<file path="src/rtl/led_rx_decoder.sv">
// WS2812-style single-wire receiver: pulse-width bit decode, 24-bit word assembly, latch detect.
// Optional build macro LED_RX_PULSE_CHECK_EN rejects pulses outside [MIN_HIGH, MAX_HIGH].
//
// state | meaning
// SYNC  | waiting for RESET_CYCLES of low before trusting the line
// IDLE  | synchronised, waiting for the first rising edge of a bit
// HIGH  | measuring the high part of a bit
// LOW   | measuring the low gap after a bit (next bit or latch)
module led_rx_decoder #(
    parameter int THRESH       = 13,
    parameter int RESET_CYCLES = 2400,
    parameter int CNT_W        = 12,
    parameter int MIN_HIGH     = 3,
    parameter int MAX_HIGH     = 30
) (
    input  logic        clk,
    input  logic        rst,
    input  logic        din,
    output logic [23:0] rgb,
    output logic        valid,
    output logic        latch,
    output logic        busy,
    output logic        err
);

    typedef enum logic [1:0] {SYNC, IDLE, HIGH, LOW} state_t;

    localparam logic [CNT_W-1:0] CNT_MAX = '1;
    localparam logic [CNT_W-1:0] RST_C   = CNT_W'(RESET_CYCLES);
    localparam logic [CNT_W-1:0] TH_C    = CNT_W'(THRESH);

    state_t           state_q, state_d;
    logic             s1_q, din_s_q, din_d_q;
    logic [CNT_W-1:0] hc_q, hc_d, lc_q, lc_d, hc_inc, lc_inc;
    logic [4:0]       bit_cnt_q, bit_cnt_d;
    logic [22:0]      sreg_q, sreg_d;
    logic             got_q, got_d;
    logic [23:0]      rgb_q, rgb_d;
    logic             valid_q, valid_d, latch_q, latch_d, err_q, err_d, busy_q, busy_d;
    logic             bit_v, pulse_bad;

    assign hc_inc = (hc_q == CNT_MAX) ? hc_q : hc_q + 1'b1;
    assign lc_inc = (lc_q == CNT_MAX) ? lc_q : lc_q + 1'b1;
    assign bit_v  = (hc_q >= TH_C);

`ifdef LED_RX_PULSE_CHECK_EN
    assign pulse_bad = (hc_q < CNT_W'(MIN_HIGH)) || (hc_q > CNT_W'(MAX_HIGH));
`else
    assign pulse_bad = 1'b0;
`endif

    // The FSM runs on the delayed copy of din_s, so a level seen here is already an edge.
    always_comb begin
        state_d   = state_q;
        hc_d      = hc_q;
        lc_d      = lc_q;
        bit_cnt_d = bit_cnt_q;
        sreg_d    = sreg_q;
        got_d     = got_q;
        rgb_d     = rgb_q;
        valid_d   = 1'b0;
        latch_d   = 1'b0;
        err_d     = 1'b0;
        case (state_q)
            SYNC: begin
                if (din_d_q) begin
                    lc_d = '0;
                end else begin
                    lc_d = lc_inc;
                    if (lc_inc >= RST_C) begin
                        lc_d    = '0;
                        state_d = IDLE;
                    end
                end
            end
            IDLE: begin
                if (din_d_q) begin
                    hc_d    = CNT_W'(1);
                    state_d = HIGH;
                end
            end
            HIGH: begin
                if (din_d_q) begin
                    hc_d = hc_inc;
                    if (hc_inc >= RST_C) begin
                        err_d     = 1'b1;
                        hc_d      = '0;
                        lc_d      = '0;
                        bit_cnt_d = '0;
                        sreg_d    = '0;
                        got_d     = 1'b0;
                        state_d   = SYNC;
                    end
                end else if (pulse_bad) begin
                    err_d     = 1'b1;
                    hc_d      = '0;
                    lc_d      = '0;
                    bit_cnt_d = '0;
                    sreg_d    = '0;
                    got_d     = 1'b0;
                    state_d   = SYNC;
                end else begin
                    sreg_d  = {sreg_q[21:0], bit_v};
                    got_d   = 1'b1;
                    lc_d    = CNT_W'(1);
                    state_d = LOW;
                    if (bit_cnt_q == 5'd23) begin
                        rgb_d     = {sreg_q, bit_v};
                        valid_d   = 1'b1;
                        bit_cnt_d = '0;
                    end else begin
                        bit_cnt_d = bit_cnt_q + 5'd1;
                    end
                end
            end
            LOW: begin
                if (din_d_q) begin
                    hc_d    = CNT_W'(1);
                    state_d = HIGH;
                end else begin
                    lc_d = lc_inc;
                    if (lc_inc >= RST_C) begin
                        latch_d   = got_q;
                        got_d     = 1'b0;
                        bit_cnt_d = '0;
                        sreg_d    = '0;
                        lc_d      = '0;
                        state_d   = IDLE;
                    end
                end
            end
            default: state_d = SYNC;
        endcase
        busy_d = (state_d == HIGH) || (state_d == LOW);
    end

    always_ff @(posedge clk or posedge rst) begin
        if (rst) begin
            s1_q      <= 1'b0;
            din_s_q   <= 1'b0;
            din_d_q   <= 1'b0;
            state_q   <= SYNC;
            hc_q      <= '0;
            lc_q      <= '0;
            bit_cnt_q <= '0;
            sreg_q    <= '0;
            got_q     <= 1'b0;
            rgb_q     <= '0;
            valid_q   <= 1'b0;
            latch_q   <= 1'b0;
            err_q     <= 1'b0;
            busy_q    <= 1'b0;
        end else begin
            s1_q      <= din;
            din_s_q   <= s1_q;
            din_d_q   <= din_s_q;
            state_q   <= state_d;
            hc_q      <= hc_d;
            lc_q      <= lc_d;
            bit_cnt_q <= bit_cnt_d;
            sreg_q    <= sreg_d;
            got_q     <= got_d;
            rgb_q     <= rgb_d;
            valid_q   <= valid_d;
            latch_q   <= latch_d;
            err_q     <= err_d;
            busy_q    <= busy_d;
        end
    end

    assign rgb   = rgb_q;
    assign valid = valid_q;
    assign latch = latch_q;
    assign err   = err_q;
    assign busy  = busy_q;

endmodule

</file>
<file path="config.mk">
export PLATFORM = sky130hd
export DESIGN_NAME = led_rx_decoder
export DESIGN_NICKNAME = d
export VERILOG_FILES = /design/src/rtl/led_rx_decoder.sv
export SDC_FILE = /design/constraint.sdc
export NUM_CORES = 1
export LEC_CHECK = 0
export BUFFER_PORTS_ARGS = -buffer_cell sky130_fd_sc_hd__buf_2
export CAP_MARGIN = 20
export CORE_MARGIN = 8
export CORE_UTILIZATION = 55
export DETAILED_ROUTE_END_ITERATION = 8
export GPL_ROUTABILITY_DRIVEN = 1
export PLACE_DENSITY = 0.74
export SETUP_SLACK_MARGIN = 0.1
export SYNTH_ARGS = -nofsm -noshare
export SYNTH_HDL_FRONTEND = slang
export SYNTH_SLANG_ARGS = --single-unit
</file>
<file path="constraint.sdc">
create_clock -name clk -period 4.4 [get_ports clk]
set_clock_uncertainty 0.1 [all_clocks]
set_input_delay 0.44 -clock clk [delete_from_list [all_inputs] [get_ports clk]]
set_output_delay 0.44 -clock clk [all_outputs]
set_load 0.02 [all_outputs]
</file>
## After elaboration in Yosys (flattened, before gate mapping)

Index checks and enable logic that the tools add are counted.
Widths: inputs -> output; s select.

- Flip-flop bits (word level): 86
- Memory bits (writable): 0
- Memories: 0
- Output and inout bits: 28
- Word-level logic and storage cells: 88
- ROM bits: 0
- Bits in latches: 0
- Bits of input ports: 3

- Add/sub/neg operators: 3
- Multiply operators: 0
- Bitwise operators: 1
- Shift operators: 0
- Reductions and logical operators: 10
- Equality and inequality tests: 13
- Mux-type cells: 44
- Div/mod/pow operators: 0
- $lt $le $gt $ge: 3

Operators with widths:

| kind | count |
|---|---|
| $mux 12 | 10 |
| $mux 23 | 4 |
| $pmux 23 s2 | 1 |
| $pmux 12 s3 | 1 |
| $mux 5 | 5 |
| $add 12x1->12 const B | 2 |
| $eq 12x12->1 const B | 2 |
| $ge 12x12->1 const B | 2 |
| $pmux 12 s2 | 1 |
| $mux 1 | 13 |
| $ge 12x4->1 const B | 1 |
| $mux 2 | 6 |
| $pmux 5 s2 | 1 |
| $reduce_and 3->1 | 3 |
| $eq 2x2->1 const B | 4 |
| $pmux 2 s4 | 1 |
| $ne 2x2->1 const B | 3 |
| $add 5x1->5 const B | 1 |
| $eq 5x5->1 const B | 1 |
| $reduce_and 4->1 | 1 |
| $reduce_bool 2->1 | 2 |
| $ne 3x3->1 const B | 1 |
| $reduce_bool 3->1 | 1 |
| $eq 2x1->1 const B | 1 |
| other kinds (6) | 6 |

## Logic depth before layout (Yosys ltp)

- Depth after elaboration: 8
- Mapped depth: 11
- Gate-level depth less buffers: 8

## Worst setup path before layout

Ideal clock, no wire load.

- Path type: reg2reg
- From: reg hc_q[0]
- To: reg sreg_q[4]
- Clock period less this slack: 2.590 ns
- Data required time: 4.179 ns
- Setup time: 0.121 ns
- Buffers on the path: 3
- Path slack: 1.810 ns
- Cell stages (with the launch flop): 12
- Arrival time: 2.369 ns
- Cells stage by stage: dfrtp_1 ha_1 clkbuf_2 and4_1 a21oi_1 o2111a_1 nor2_1 o21ai_2 o311a_1 buf_6 buf_6 a22o_1

- Word-level cells in the longest chain between the ends: 5
- Elaborated cells on any way between the ends: 6
- Classes of those cells: add/sub: 1; order compare: 1; eq/ne: 2; mux: 1; reduce/logical: 1

RTL lines:

| item | RTL line | text |
|---|---|---|
| start: declaration | 34 | `logic [CNT_W-1:0] hc_q, hc_d, lc_q, lc_d, hc_inc, lc_inc;` |
| start signal: assignment | 143 | `hc_q <= '0;` |
| start signal: assignment | 158 | `hc_q <= hc_d;` |
| $add 12x1->12 or $eq 12x12->1 (tied branches) | 42 | `assign hc_inc = (hc_q == CNT_MAX) ? hc_q : hc_q + 1'b1;` |
| $mux 12 * | 42 |  |
| $ge 12x12->1 * | 85 | `if (hc_inc >= RST_C) begin` |
| $ne 3x3->1 (no line) * | n/a |  |
| $reduce_and 4->1 (no line) * | n/a |  |
| end signal: assignment | 161 | `sreg_q <= sreg_d;` |
| end: declaration | 36 | `logic [22:0] sreg_q, sreg_d;` |

Every way passes the cells marked *; elsewhere a longest branch is shown, timed or not.
A chain may end at the register's enable or synchronous reset.

## Worst setup path after layout

- From: reg hc_q[0]
- To: reg bit_cnt_q[1]

- Word-level cells in the longest chain between the ends: 5
- Elaborated cells on any way between the ends: 6
- Classes of those cells: add/sub: 1; order compare: 1; eq/ne: 2; mux: 1; reduce/logical: 1

RTL lines:

| item | RTL line | text |
|---|---|---|
| $add 12x1->12 or $eq 12x12->1 (tied branches) | 42 |  |
| $mux 12 * | 42 |  |
| $ge 12x12->1 * | 85 |  |
| $ne 3x3->1 (no line) * | n/a |  |
| $reduce_and 4->1 (no line) * | n/a |  |
| end signal: assignment | 160 | `bit_cnt_q <= bit_cnt_d;` |
| end: declaration | 35 | `logic [4:0] bit_cnt_q, bit_cnt_d;` |

Marks and branches as above.

==> run_results.csv <==
group,metric,value,unit
drt,vias,3083,
worst_setup_path,crit_required,4530,ps
worst_setup_path,worst-path-max-fanout,29,
clock_tree,cts_root_buf,"clkbuf_8",
clock_tree,h-tree-depth,3,
grt,grt_overflow,0,
cells_and_area,final_cells,511,
sta,finalCritPeriodShare,76.0,%
clock_tree,cts_resized,0,
cells_and_area,fill_cells,596,
power_and_ir_drop,p_int,1060,µW
sta,rsz0062_at_grt,"false",
synth,synth_edf_count,0,
power_and_ir_drop,combPwrFrac,2.2,%
sta,relSlewSlack,28.5,%
drt,viasPerCell,6.03,
synth,yosysSeqAreaShare,51.4,%
sta,setup_viol,0,
power_and_ir_drop,p_leak,0.00217,µW
grt,gr-usage-all-layers,17.1,%
place,gp_routability_congestion,0.909,
synth,yosys-top-cells-count,"dfrtp_1 (85), a21oi_1 (31), a22o_1 (27), nand2_1 (27), mux2_2 (26)",
drt,drtIter0Drc,152,
floorplanning,pin_count,31,
place,placed_area,4310,µm²
worst_setup_path,critPathCaptureType,"flop",
sta,tns,0,ps
sta,max_slew.worst_pin.slew,1070,ps
synth,syn-cell-area,4140,µm²
drt,dr.pass1.iters,5,
cells_and_area,regArea,2130,µm²
synth,synthArstFlopShare,100,%
run_status,outcome,"finished clean",
synth,synth_top_area_cell,"dfrtp_1",
sta,final_hold_viol_count,0,
grt,grt_pass1_wl,14.2,mm
floorplanning,fp.dieW,103,µm
cells_and_area,multi_input_area,1840,µm²
clock_tree,clock_path_buffers,2,
sta,fmax,299,MHz
cells_and_area,n_antenna_cell,0,
clock_tree,post-cts-setup-buffer-count,0,
synth,syn_inst,386,
place,port_buffers,30,
synth,synth.net_count,394,
floorplanning,dieArea,10600,µm²
cells_and_area,layout.nets,416,
synth,yosysUniqueCellTypes,57,
power_and_ir_drop,ir_drop,278,µV
drt,wl_per_cell,16.3,µm
cells_and_area,drive_gt1_share,21.8,%
power_and_ir_drop,seqPwrFrac,57.5,%
floorplanning,rows,31,
synth,synth_warnings,0,
power_and_ir_drop,power.share.clock,40.2,%
synth,ys_ff_latch,85,
hold_path,worstHoldPathType,"in2reg",
power_and_ir_drop,p_total,1370,µW
clock_tree,path_clk_slew,90,ps
power_and_ir_drop,cellPowerDensity,302,nW/µm²
place,dp_cells,494,
synth,synth_area_per_cell,10.7,µm²
clock_tree,cts_tree,"yes",
clock_tree,clock_sinks,85,
synth,post-synth-top-count-cell,"dfrtp_1",
floorplanning,die_h,103,µm
floorplanning,core_area,7250,µm²
power_and_ir_drop,power.share.switching,22.9,%
grt,grt_pass1_vias,2974,
clock_tree,clk_latency,350,ps
cells_and_area,area_growth,9.68,%
grt,grt_max_degree,56,
place,hpwl,5.58,mm
synth,synthTopCellsByArea,"dfrtp_1 (51%), mux2_2 (7.1%), a22o_1 (5.7%)",
worst_setup_path,crit_type,"reg2reg",
sta,min_period,3350,ps
cells_and_area,design_area,4540,µm²
job,cap_violations,0,
worst_setup_path,cp-start-kind,"flop",
drt,ant_nets,0,
worst_setup_path,crit_arrival,3480,ps
grt,antenna_found_initial,0,
drt,detail_route.wirelength,8.34,mm
synth,synth_top_area_share,51.4,%
power_and_ir_drop,switchingPower,314,µW
sta,slew_violations,0,
synth,synth_flop_cell,"dfrtp_1",
drt,drcViolationCount,0,
clock_tree,cts_made_buffers,9,
sta,holdWs,93.7,ps
floorplanning,start_util,57.0,%
[critical path: stages, from the launching register on]
cell and delay, ps:
dfrtp_1 490, ha_1 340, a22o_1 180, o211ai_1 80, a32oi_1 350, a21oi_4 120, o21ai_2 290, o311a_1 910
mux2_4 350
[timing repair]
item,CTS,global route
hold buffers,0,1
endpoints found under the setup margin,0,0
hold endpoints to repair,0,11
[layout by cell type (no fill, tap or decap), types with 4 or more instances in the layout]
master    count
o21ai_0      17
a41oi_1       4
buf_2        30
nand2_1      27
a21oi_1      31
nor3_1        6
nor2_1       22
and3_1        5
a22o_1       27
a21o_1        8
ha_1          5
inv_1        12
nand4_1      11
nand3_1      17
dfrtp_1      85
o31ai_1       5
mux2_2       26
clkbuf_8      9
[layer usage]
layer	GRT usage (%)	part of all wire, %	vias to the layer above
met2	26.4	47	85
met4	8.47	2.5	0
met3	2.97	5.1	16
li1	-	-	1498
met1	22.7	45	1484
met5	0	0	-
[power by group through the flow]
stage | clock, µW | sequential, µW | combinational [µW]
after floorplan | 0 | 802 | 22.7
after global placement | 0 | 804 | 28.2
after detailed placement | 0 | 805 | 28.5
after CTS | 564 | 789 | 28.7
after global routing | 596 | 790 | 35.4
final | 552 | 789 | 30.3
[registers in the layout, indices dropped and copies added (netlist names), named ones only]
name,cells
sreg_q,23
valid,1
din_d_q,1
s1_q,1
hc_q,12
din_s_q,1
rgb,24
latch,1
err,1
bit_cnt_q,5
lc_q,12
got_q,1
[through the flow]
stage	worst slack, ps	util, %
detailed placement	1110	59.4
global placement	1180	59.4
finish	1050	62.5
floorplan	1670	-
CTS	1070	62.1
global route	776	62.5
[kinds of logic (layout without fill, tap and decap cells)]
group / count (synthesis) / count (layout) / synth area share [%]
fa+ha+maj: 5 / 5 / 1.51
flops: 85 / 85 / 51.4
buf+inv: 37 / 63 / 4.26
compound gates: 123 / 123 / 21.3
mux: 28 / 28 / 7.68
simple gates: 107 / 107 / 13.6
xor+xnor: 1 / 1 / 0.212
[worst paths after layout]
path	from	endpoint	slack, ps	depth (start not counted)
setup / recovery	hc_q[0]$_DFFE_PP0P_	bit_cnt_q[1]$_DFFE_PP0P_	1050	8
hold / removal	din	s1_q$_DFF_PP0_	90	1
setup reg to reg	hc_q[0]$_DFFE_PP0P_	bit_cnt_q[1]$_DFFE_PP0P_	1050	8
hold reg to reg	din_s_q$_DFF_PP0_	din_d_q$_DFF_PP0_	250	0
max in group asynchronous	rst	sreg_q[4]$_DFFE_PP0P_	2850	5
min in group asynchronous	rst	sreg_q[13]$_DFFE_PP0P_	430	3
[layout make-up]
class                      count  area share, %
clock buffer                   9           2.73
clock inverter                 6           1.63
inverter                      13           1.10
multi-input combinational    264           40.5
sequential                    85           46.9
tap                           99           2.73
timing repair buffer          35           4.47
Note: power is estimated with default switching activity, not from simulation.
